File: config.mk
export PLATFORM = sky130hd
export DESIGN_NAME = vblank_scheduler
export DESIGN_NICKNAME = d
export VERILOG_FILES = /design/src/rtl/vblank_scheduler.sv
export SDC_FILE = /design/constraint.sdc
export NUM_CORES = 1
export LEC_CHECK = 0
export BUFFER_PORTS_ARGS = -buffer_cell sky130_fd_sc_hd__buf_2
export CAP_MARGIN = 30
export CELL_PAD_IN_SITES_DETAIL_PLACEMENT = 0
export CELL_PAD_IN_SITES_GLOBAL_PLACEMENT = 1
export CORE_MARGIN = 1.5
export CORE_UTILIZATION = 40
export DETAILED_ROUTE_END_ITERATION = 10
export PLACE_DENSITY_LB_ADDON = 0.2
export SLEW_MARGIN = 20
export SYNTH_ARGS = -nofsm -noshare
export SYNTH_HDL_FRONTEND = slang
export SYNTH_SLANG_ARGS = --single-unit
File: constraint.sdc
create_clock -name px_clk -period 2 [get_ports px_clk]
set_input_delay 0.1 -clock px_clk [delete_from_list [all_inputs] [get_ports px_clk]]
set_output_delay 0.1 -clock px_clk [all_outputs]
set_load 0.01 [all_outputs]
File: src/rtl/vblank_scheduler.sv
// ---------------------------------------------------------------------------
// vblank_scheduler
//
// Frame-synchronous access scheduler for the Ball and Paddle game logic.
// Each vsync falling edge opens an update window of WINDOW_CYC px_clk cycles.
// Inside the window, the shared game-state registers are granted exclusively
// and round-robin to up to N_REQ requesters, at most once each per window.
// Outside the window nothing is granted, so the picture is never modified
// while it is being scanned out.
//
// Ports
//   px_clk     in   pixel clock shared with the VGA timing generator
//   rst_n      in   asynchronous active-low reset
//   vsync      in   VSYNC, idles high, one low pulse per frame
//   req        in   [N_REQ] level request per requester (bit 0 = requester 0)
//   done       in   [N_REQ] requester finished; only the granted bit matters
//   grant      out  [N_REQ] one-hot exclusive grant (registered)
//   frame_tick out  one-cycle pulse when the window opens
//   busy       out  high while the window is open
//   overrun    out  one-cycle pulse when the window closes on an active grant
//   timeout    out  one-cycle pulse on watchdog expiry
//
// Optional feature
//   VBLANK_SCHED_WATCHDOG_EN : when defined, a per-grant slot counter takes the
//   grant away from a requester after MAX_SLOT cycles without done, pulses
//   timeout and marks that requester served. When undefined, timeout is tied
//   low and a grant lasts until done or window close.
// ---------------------------------------------------------------------------
module vblank_scheduler #(
  parameter int N_REQ      = 3,
  parameter int WINDOW_CYC = 20000,
  parameter int MAX_SLOT   = 255
) (
  input  logic             px_clk,
  input  logic             rst_n,
  input  logic             vsync,
  input  logic [N_REQ-1:0] req,
  input  logic [N_REQ-1:0] done,
  output logic [N_REQ-1:0] grant,
  output logic             frame_tick,
  output logic             busy,
  output logic             overrun,
  output logic             timeout
);

  localparam int          PTR_W    = (N_REQ > 1) ? $clog2(N_REQ) : 1;
  localparam logic [15:0] WIN_LOAD = 16'(WINDOW_CYC - 1);

  typedef enum logic [1:0] {
    ST_IDLE  = 2'd0,
    ST_OPEN  = 2'd1,
    ST_GRANT = 2'd2
  } state_t;

  // (base + off) mod N_REQ, for off in 0..N_REQ
  function automatic logic [PTR_W-1:0] wrap_add(input logic [PTR_W-1:0] base,
                                                input int off);
    int sum;
    sum = int'(base) + off;
    if (sum >= N_REQ) begin
      sum = sum - N_REQ;
    end else begin
      sum = sum;
    end
    return PTR_W'(sum);
  endfunction

  // Index to one-hot requester vector
  function automatic logic [N_REQ-1:0] idx_to_oh(input logic [PTR_W-1:0] idx);
    logic [N_REQ-1:0] oh;
    oh      = '0;
    oh[idx] = 1'b1;
    return oh;
  endfunction

  state_t           state_r;
  state_t           state_nxt_s;
  logic             vsync_q_r;
  logic [15:0]      win_cnt_r;
  logic [15:0]      win_cnt_nxt_s;
  logic [N_REQ-1:0] served_r;
  logic [N_REQ-1:0] served_nxt_s;
  logic [PTR_W-1:0] rr_ptr_r;
  logic [PTR_W-1:0] rr_ptr_nxt_s;
  logic [PTR_W-1:0] gnt_idx_r;
  logic [PTR_W-1:0] gnt_idx_nxt_s;
  logic [N_REQ-1:0] grant_r;
  logic [N_REQ-1:0] grant_nxt_s;
  logic             frame_tick_r;
  logic             frame_tick_nxt_s;
  logic             busy_r;
  logic             busy_nxt_s;
  logic             overrun_r;
  logic             overrun_nxt_s;
  logic             timeout_r;
  logic             timeout_nxt_s;

  logic             vsync_fall_s;
  logic             win_zero_s;
  logic [N_REQ-1:0] eligible_s;
  logic             pick_found_s;
  logic [PTR_W-1:0] pick_idx_s;
  logic             done_hit_s;
  logic             wd_expire_s;
  logic             grant_load_s;

  assign vsync_fall_s = vsync_q_r & ~vsync;
  assign win_zero_s   = (win_cnt_r == 16'd0);
  assign eligible_s   = req & ~served_r;
  // Only the currently granted requester's done bit is looked at.
  assign done_hit_s   = done[gnt_idx_r];

  // Round-robin pick: first eligible requester at or after rr_ptr, wrapping.
  // Scanning from the farthest offset back lets the nearest one win.
  always_comb begin
    pick_found_s = 1'b0;
    pick_idx_s   = '0;
    for (int k = N_REQ - 1; k >= 0; k--) begin
      if (eligible_s[wrap_add(rr_ptr_r, k)]) begin
        pick_found_s = 1'b1;
        pick_idx_s   = wrap_add(rr_ptr_r, k);
      end else begin
        pick_idx_s   = pick_idx_s;
      end
    end
  end

`ifdef VBLANK_SCHED_WATCHDOG_EN
  localparam int SLOT_W = $clog2(MAX_SLOT + 1);

  logic [SLOT_W-1:0] slot_cnt_r;

  // Expiry after MAX_SLOT cycles of a grant: counter starts at 0 on the grant
  // edge and the grant is withdrawn on the edge that sees MAX_SLOT-1.
  assign wd_expire_s = (slot_cnt_r == SLOT_W'(MAX_SLOT - 1));

  // Per-grant slot counter
  always_ff @(posedge px_clk or negedge rst_n) begin
    if (!rst_n) begin
      slot_cnt_r <= '0;
    end else if (grant_load_s) begin
      slot_cnt_r <= '0;
    end else if ((state_r == ST_GRANT) && !wd_expire_s) begin
      slot_cnt_r <= slot_cnt_r + SLOT_W'(1);
    end else begin
      slot_cnt_r <= slot_cnt_r;
    end
  end
`else
  // No watchdog: a grant never expires on its own (MAX_SLOT is irrelevant).
  assign wd_expire_s = (MAX_SLOT < 0);
`endif

  // State register
  always_ff @(posedge px_clk or negedge rst_n) begin
    if (!rst_n) begin
      state_r <= ST_IDLE;
    end else begin
      state_r <= state_nxt_s;
    end
  end

  // Next-state logic; window close takes priority over done and watchdog
  always_comb begin
    state_nxt_s = state_r;
    case (state_r)
      ST_IDLE: begin
        if (vsync_fall_s) begin
          state_nxt_s = ST_OPEN;
        end else begin
          state_nxt_s = ST_IDLE;
        end
      end
      ST_OPEN: begin
        if (win_zero_s) begin
          state_nxt_s = ST_IDLE;
        end else if (pick_found_s) begin
          state_nxt_s = ST_GRANT;
        end else begin
          state_nxt_s = ST_OPEN;
        end
      end
      ST_GRANT: begin
        if (win_zero_s) begin
          state_nxt_s = ST_IDLE;
        end else if (done_hit_s || wd_expire_s) begin
          state_nxt_s = ST_OPEN;
        end else begin
          state_nxt_s = ST_GRANT;
        end
      end
      default: begin
        state_nxt_s = ST_IDLE;
      end
    endcase
  end

  // Output / datapath next values, registered below
  always_comb begin
    grant_nxt_s      = '0;
    frame_tick_nxt_s = 1'b0;
    overrun_nxt_s    = 1'b0;
    timeout_nxt_s    = 1'b0;
    busy_nxt_s       = (state_nxt_s != ST_IDLE);
    served_nxt_s     = served_r;
    rr_ptr_nxt_s     = rr_ptr_r;
    gnt_idx_nxt_s    = gnt_idx_r;
    win_cnt_nxt_s    = win_cnt_r;
    grant_load_s     = 1'b0;
    case (state_r)
      ST_IDLE: begin
        // A falling edge seen while the window is open never reaches here,
        // so it cannot restart the window.
        if (vsync_fall_s) begin
          win_cnt_nxt_s    = WIN_LOAD;
          served_nxt_s     = '0;
          frame_tick_nxt_s = 1'b1;
        end else begin
          win_cnt_nxt_s    = win_cnt_r;
        end
      end
      ST_OPEN: begin
        if (win_zero_s) begin
          win_cnt_nxt_s = win_cnt_r;
        end else begin
          win_cnt_nxt_s = win_cnt_r - 16'd1;
          if (pick_found_s) begin
            grant_nxt_s   = idx_to_oh(pick_idx_s);
            gnt_idx_nxt_s = pick_idx_s;
            grant_load_s  = 1'b1;
          end else begin
            grant_nxt_s   = '0;
          end
        end
      end
      ST_GRANT: begin
        if (win_zero_s) begin
          // Cut off by window close: not served, pointer untouched.
          overrun_nxt_s = 1'b1;
        end else begin
          win_cnt_nxt_s = win_cnt_r - 16'd1;
          if (done_hit_s || wd_expire_s) begin
            served_nxt_s  = served_r | idx_to_oh(gnt_idx_r);
            rr_ptr_nxt_s  = wrap_add(gnt_idx_r, 1);
            timeout_nxt_s = wd_expire_s & ~done_hit_s;
          end else begin
            grant_nxt_s   = grant_r;
          end
        end
      end
      default: begin
        grant_nxt_s = '0;
      end
    endcase
  end

  // Registered datapath and outputs
  always_ff @(posedge px_clk or negedge rst_n) begin
    if (!rst_n) begin
      vsync_q_r    <= 1'b1;
      win_cnt_r    <= 16'd0;
      served_r     <= '0;
      rr_ptr_r     <= '0;
      gnt_idx_r    <= '0;
      grant_r      <= '0;
      frame_tick_r <= 1'b0;
      busy_r       <= 1'b0;
      overrun_r    <= 1'b0;
      timeout_r    <= 1'b0;
    end else begin
      vsync_q_r    <= vsync;
      win_cnt_r    <= win_cnt_nxt_s;
      served_r     <= served_nxt_s;
      rr_ptr_r     <= rr_ptr_nxt_s;
      gnt_idx_r    <= gnt_idx_nxt_s;
      grant_r      <= grant_nxt_s;
      frame_tick_r <= frame_tick_nxt_s;
      busy_r       <= busy_nxt_s;
      overrun_r    <= overrun_nxt_s;
      timeout_r    <= timeout_nxt_s;
    end
  end

  assign grant      = grant_r;
  assign frame_tick = frame_tick_r;
  assign busy       = busy_r;
  assign overrun    = overrun_r;
  assign timeout    = timeout_r;

endmodule

After elaboration in Yosys (flattened, before gate mapping)
Index checks and enable logic that the tools add are counted.
{ "word_totals": {"register_bits": 32, "in_bits": 9, "wordCells": 98} }
{ "op_classes": {"n_eq_ne": 7, "magnitude_cmp": 11, "n_addsub": 8, "n_reduce_logical": 12, "muxes": 44, "bitwise": 6} }
{ "op_table": {"columns": ["op", "n"], "rows": [
  ["$mux W16", 2],
  ["$pmux W16 S2", 1],
  ["$mux W2", 11],
  ["$mux W3", 7],
  ["$logic_not A16 Y1", 1],
  ["$sub A16 B1 Y16 const B", 1],
  ["$lt A2 B3 Y1 const B", 5],
  ["$mux W1", 14],
  ["$pmux W3 S2", 2],
  ["$ge A3 B2 Y1 const B", 3],
  ["$reduce_and A3 Y1", 3],
  ["$bmux W1 S2", 4],
  ["$ne A2 B2 Y1 const B", 4],
  ["$sub A2 B2 Y2 const B", 4],
  ["$add A2 B1 Y3 const B", 2],
  ["$pmux W2 S3", 1],
  ["$reduce_bool A2 Y1", 3],
  ["$demux W1 S2", 2],
  ["$ge A2 B1 Y1 const B", 2],
  ["$reduce_and A4 Y1", 1],
  ["$add A2 B2 Y3 const B", 1],
  ["$and A3 B3 Y3", 1],
  ["$ne A3 B3 Y1 const B", 1],
  ["$not A3 Y3", 1],
  ["9 further kinds", 11]
]} }

Depth between registers and ports, before layout
{ "logic_depth": {"word_depth": 15, "depth_mapped": 8, "mapped_depth_nobuf": 7} }

Worst setup path before layout
OpenSTA, ideal clock, no wires.
{ "synth_path": {"path_type": "register to register", "start": "register state_r[0]", "end": "register win_cnt_r[12]", "slack_ps": 189, "setup_ps": 77, "path_stages_with_launch": 8, "t_arrival_ps": 1734, "cell_sequence": "dfrtp_1 > inv_1 > ha_1 > inv_1 > nor4_1 > nand4b_2 > or4_1 > a21oi_1"} }
{ "synth_between": {"elab_chain_cells": 4, "word_cells_on_any_way": 9, "classes_between": "eq/ne (4); mux (1); reduce/logical (4)"} }
{ "synth_lines": {"columns": ["element", "line_no", "rtl"], "rows": [
  ["from (decl)", "76", "state_t state_r;"],
  ["from (signal assigned)", "159", "state_r <= state_nxt_s;"],
  ["$eq A2 B2 Y1 or $eq A2 B1 Y1 (tied branches)", "210", "case (state_r)"],
  ["$reduce_or A2 Y1 (no source line)", null, null],
  ["$ne A2 B2 Y1 (no source line) or $reduce_bool A2 Y1 (tied branches)", null, null],
  ["$reduce_and A3 Y1 (no source line)", null, null],
  ["to (signal assigned)", "272", "win_cnt_r <= win_cnt_nxt_s;"],
  ["to (decl)", "79", "logic [15:0] win_cnt_r;"]
]} }
Parallel ways exist; a longest one is shown, timed or not.
A chain may end at the register's enable or synchronous reset.

Worst setup path after layout
{ "layout_path": {"start": "register win_cnt_r[1]", "end": "register win_cnt_r[7]"} }
{ "layout_between": {"elab_chain_cells": 3, "word_cells_on_any_way": 6, "classes_between": "add/sub (1); eq/ne (1); mux (2); reduce/logical (2)"} }
{ "layout_lines": {"columns": ["element", "line_no"], "rows": [
  ["$sub A16 B1 Y16 or $logic_not A16 Y1 (tied branches)", "226, 241, 108"],
  ["$mux W16 or $ne A2 B2 Y1 (tied branches)", null],
  ["$pmux W16 S2 or $reduce_and A3 Y1 (tied branches)", null]
]} }
Parallel ways exist; a longest one is shown, timed or not. The select of a mux whose other input is x is not followed.

==> flow_metrics.env <==
export IMPL_outcome="finished, final reports clean"
export IMPL_finalPower_mw=2.69
export IMPL_timing_final_crit_period_ps=1900
export IMPL_wl_per_cell_microns=15.8
export IMPL_peakVddDrop_v=0.000587
export IMPL_drv_cap=0
export IMPL_worst_ep_arrival_time_ps=2040
export IMPL_finalClockSkew_ps=8.59
export IMPL_netlist_instances=190
export IMPL_crit_path_end_kind="flip-flop"
export IMPL_initial_core_util=0.421
export IMPL_timing_fmax_mhz=527
export IMPL_fin_area_sq_um=2320
export IMPL_setup_slack_ps=104
export IMPL_routed_wl_mm=4.41
export IMPL_fp_dieArea_sq_um=5070
export IMPL_worstPathRequired_ps=2140
export IMPL_grt_util_all_layers=0.180
export IMPL_cts_htree_levels=2
export IMPL_antenna_found_initial=0
export IMPL_syn_num_nets=210
export IMPL_syn_avg_cell_area_sq_um=9.79
export IMPL_layout_nets=246
export IMPL_core_sq_um=4410
export IMPL_synth_area_leaders="dfrtp_1 (42%), ha_1 (7.4%), o21ai_0 (4.6%), nand3_1 (3.2%), inv_1 (3.2%)"
export IMPL_diodes=0
export IMPL_crit_fanout=8
export IMPL_async_reset_ff_frac=1.00
export IMPL_yosys_warnings=0
export IMPL_seq_area_frac_synth=0.431
export IMPL_grt_max_degree=33
export IMPL_clock_sinks=32
export IMPL_place_congestion=0.883
export IMPL_ios=16
export IMPL_slew_violations=0
export IMPL_die_h_microns=71.2
export IMPL_grt_pass1_vias=1518
export IMPL_tightest_slew_ps=724
export IMPL_synthFlopType="dfrtp_1"
export IMPL_whs_ps=370
export IMPL_die_x_microns=71.2
export IMPL_synth_edff_count=0
export IMPL_relSlewSlack=0.517
export IMPL_clk_path_buf_depth=2
export IMPL_syn_area_sq_um=1860
export IMPL_dr_pass1_iters=4
export IMPL_detailed_place_hpwl_mm=3.17
export IMPL_grt_overflow=0
export IMPL_placed_cells=268
export IMPL_synth_cell_types=51
export IMPL_synth_top_area_share=0.417
export IMPL_clock_latency_ps=280
export IMPL_drt_iter0_drc=76
export IMPL_dr_total_vias=1575
export IMPL_hold_viol_final=0
export IMPL_crit_path_start_kind="flip-flop"
export IMPL_placed_area_sq_um=2090
export IMPL_synth_largest_area_cell="dfrtp_1"
export IMPL_layout_drive_gt1_share=0.260
export IMPL_min_path_type="in -> reg"
export IMPL_instances_no_fill=279
export IMPL_area_growth_pct=24.9
export IMPL_grt_pass1_wl_mm=7.21
export IMPL_power_leakage_nw=1.03
export IMPL_rows=24
export IMPL_clock_root_buffer="clkbuf_8"
export IMPL_setup_violations_final=0
export IMPL_pre_cts_ws_ps=23.5
export IMPL_fin_crit_sh=0.948
export IMPL_portBuffers=14
export IMPL_vias_per_cell=5.65
export IMPL_ant_nets=0
export IMPL_cts_tree="done"
export IMPL_cts_buffers=5
export IMPL_clkTransAtPathRegs_ps=70
export IMPL_drc=0
export IMPL_powerDensity_nw_per_um2=1150
export IMPL_path_class="reg -> reg"
export IMPL_yosys_register_bits=32
==> power breakdown <==
part           internal (mW)  switching [mW]
clock network          0.440           0.236
logic                  0.449           0.682
registers              0.771           0.107
==> flip-flops by register name (all words and copies together) (netlist names) <==
name and flops:
busy 1, frame_tick 1, gnt_idx_r 2, grant 3, overrun 1, rr_ptr_r 2
served_r 3, state_r 2, vsync_q_r 1, win_cnt_r 16
==> cells in the mapped netlist (all sizes together), types with 2 or more instances <==
library cell / instances
a211oi: 2
a21o: 2
a21oi: 9
a22oi: 2
buf: 2
dfrtp: 31
ha: 11
inv: 16
mux2i: 3
nand2: 15
nand2b: 4
nand3: 12
nand3b: 4
nand4b: 2
nor2: 8
nor2b: 2
nor3: 5
nor3b: 2
nor4: 5
nor4b: 2
o2111ai: 3
o21ai: 18
o31ai: 4
or3: 6
or4: 2
xor2: 5
==> worst paths after layout <==
check	start	endpoint	slack, ps	depth (start not counted)
min in group asynchronous	rst_n	win_cnt_r[0]	410	2
setup / recovery	win_cnt_r[1]	win_cnt_r[7]	100	8
max in group asynchronous	rst_n	win_cnt_r[6]	1110	2
hold / removal	done[1]	state_r[1]	370	6
setup reg to reg	win_cnt_r[1]	win_cnt_r[7]	100	8
hold reg to reg	grant[2]	grant[2]	490	2
==> timing repair <==
item / CTS / global route
hold endpoints to repair: 32 / 0
hold buffers: 2 / 0
pin swaps: 0 / 2
endpoints found under the setup margin: 2 / 10
buffers inserted: 0 / 1
gates resized for setup: 1 / 11
==> cells in the final DEF, fill, tap and decap left out, types with 2 or more instances in the layout <==
cell type and n:
dfrtp_1 31, o21ai_0 17, inv_1 16, buf_4 15
nand2_1 14, buf_2 14, nand3_1 11, ha_1 10
a21oi_1 8, nor2_1 8, clkbuf_8 7, xor2_1 5
nand3b_1 4, nand2b_1 4, nor4_1 4, mux2i_1 3
o31ai_1 3, or3_1 3, nor2b_1 2, nor3_1 2
o2111ai_1 2, or3_4 2, a21o_1 2, a22oi_1 2
nor3_4 2, dlygate4sd3_1 2
==> routing by layer <==
layer / GRT usage / share of wire / vias up
met4: 0.0692 / 0.0091 / 0
met5: 0 / 0 / -
li1: - / - / 759
met2: 0.270 / 0.45 / 30
met3: 0.0313 / 0.024 / 5
met1: 0.261 / 0.51 / 781
==> critical path, cell delays in order, from the launching register on <==
cell and delay (ps):
dfrtp_1 390, inv_1 80, ha_1 190, nor3b_1 240, nand4_1 110, buf_4 190, o211ai_1 320, xor2_1 180
nor2_1 50
==> logic make-up after synthesis <==
group	synth area share
AOI/OAI and AO/OA	0.169
xor gates and xnor gates	0.0235
adders and majority gates	0.0740
buffers and inverters	0.0390
DFF	0.431
muxes	0.0222
other	0.00202
and+or+nand+nor	0.239
==> metrics by stage <==
stage	utilization	TNS, ps
after floorplan	-	0
after global placement	0.473	0
after detailed placement	0.473	0
after CTS	0.507	0
after global routing	0.527	-14.1
final	0.527	0
==> final cells by class <==
| type | instances | area (sq um) |
|---|---|---|
| Tap cell | 52 | 65.1 |
| Sequential cell | 32 | 802 |
| Inverter | 16 | 60.1 |
| Timing Repair Buffer | 31 | 203 |
| Multi-Input combinational cell | 140 | 1070 |
| Clock buffer | 7 | 96.3 |
| Clock inverter | 1 | 30.0 |
| Fill cell | 390 | 2090 |
(Power assumes the default switching activity.)
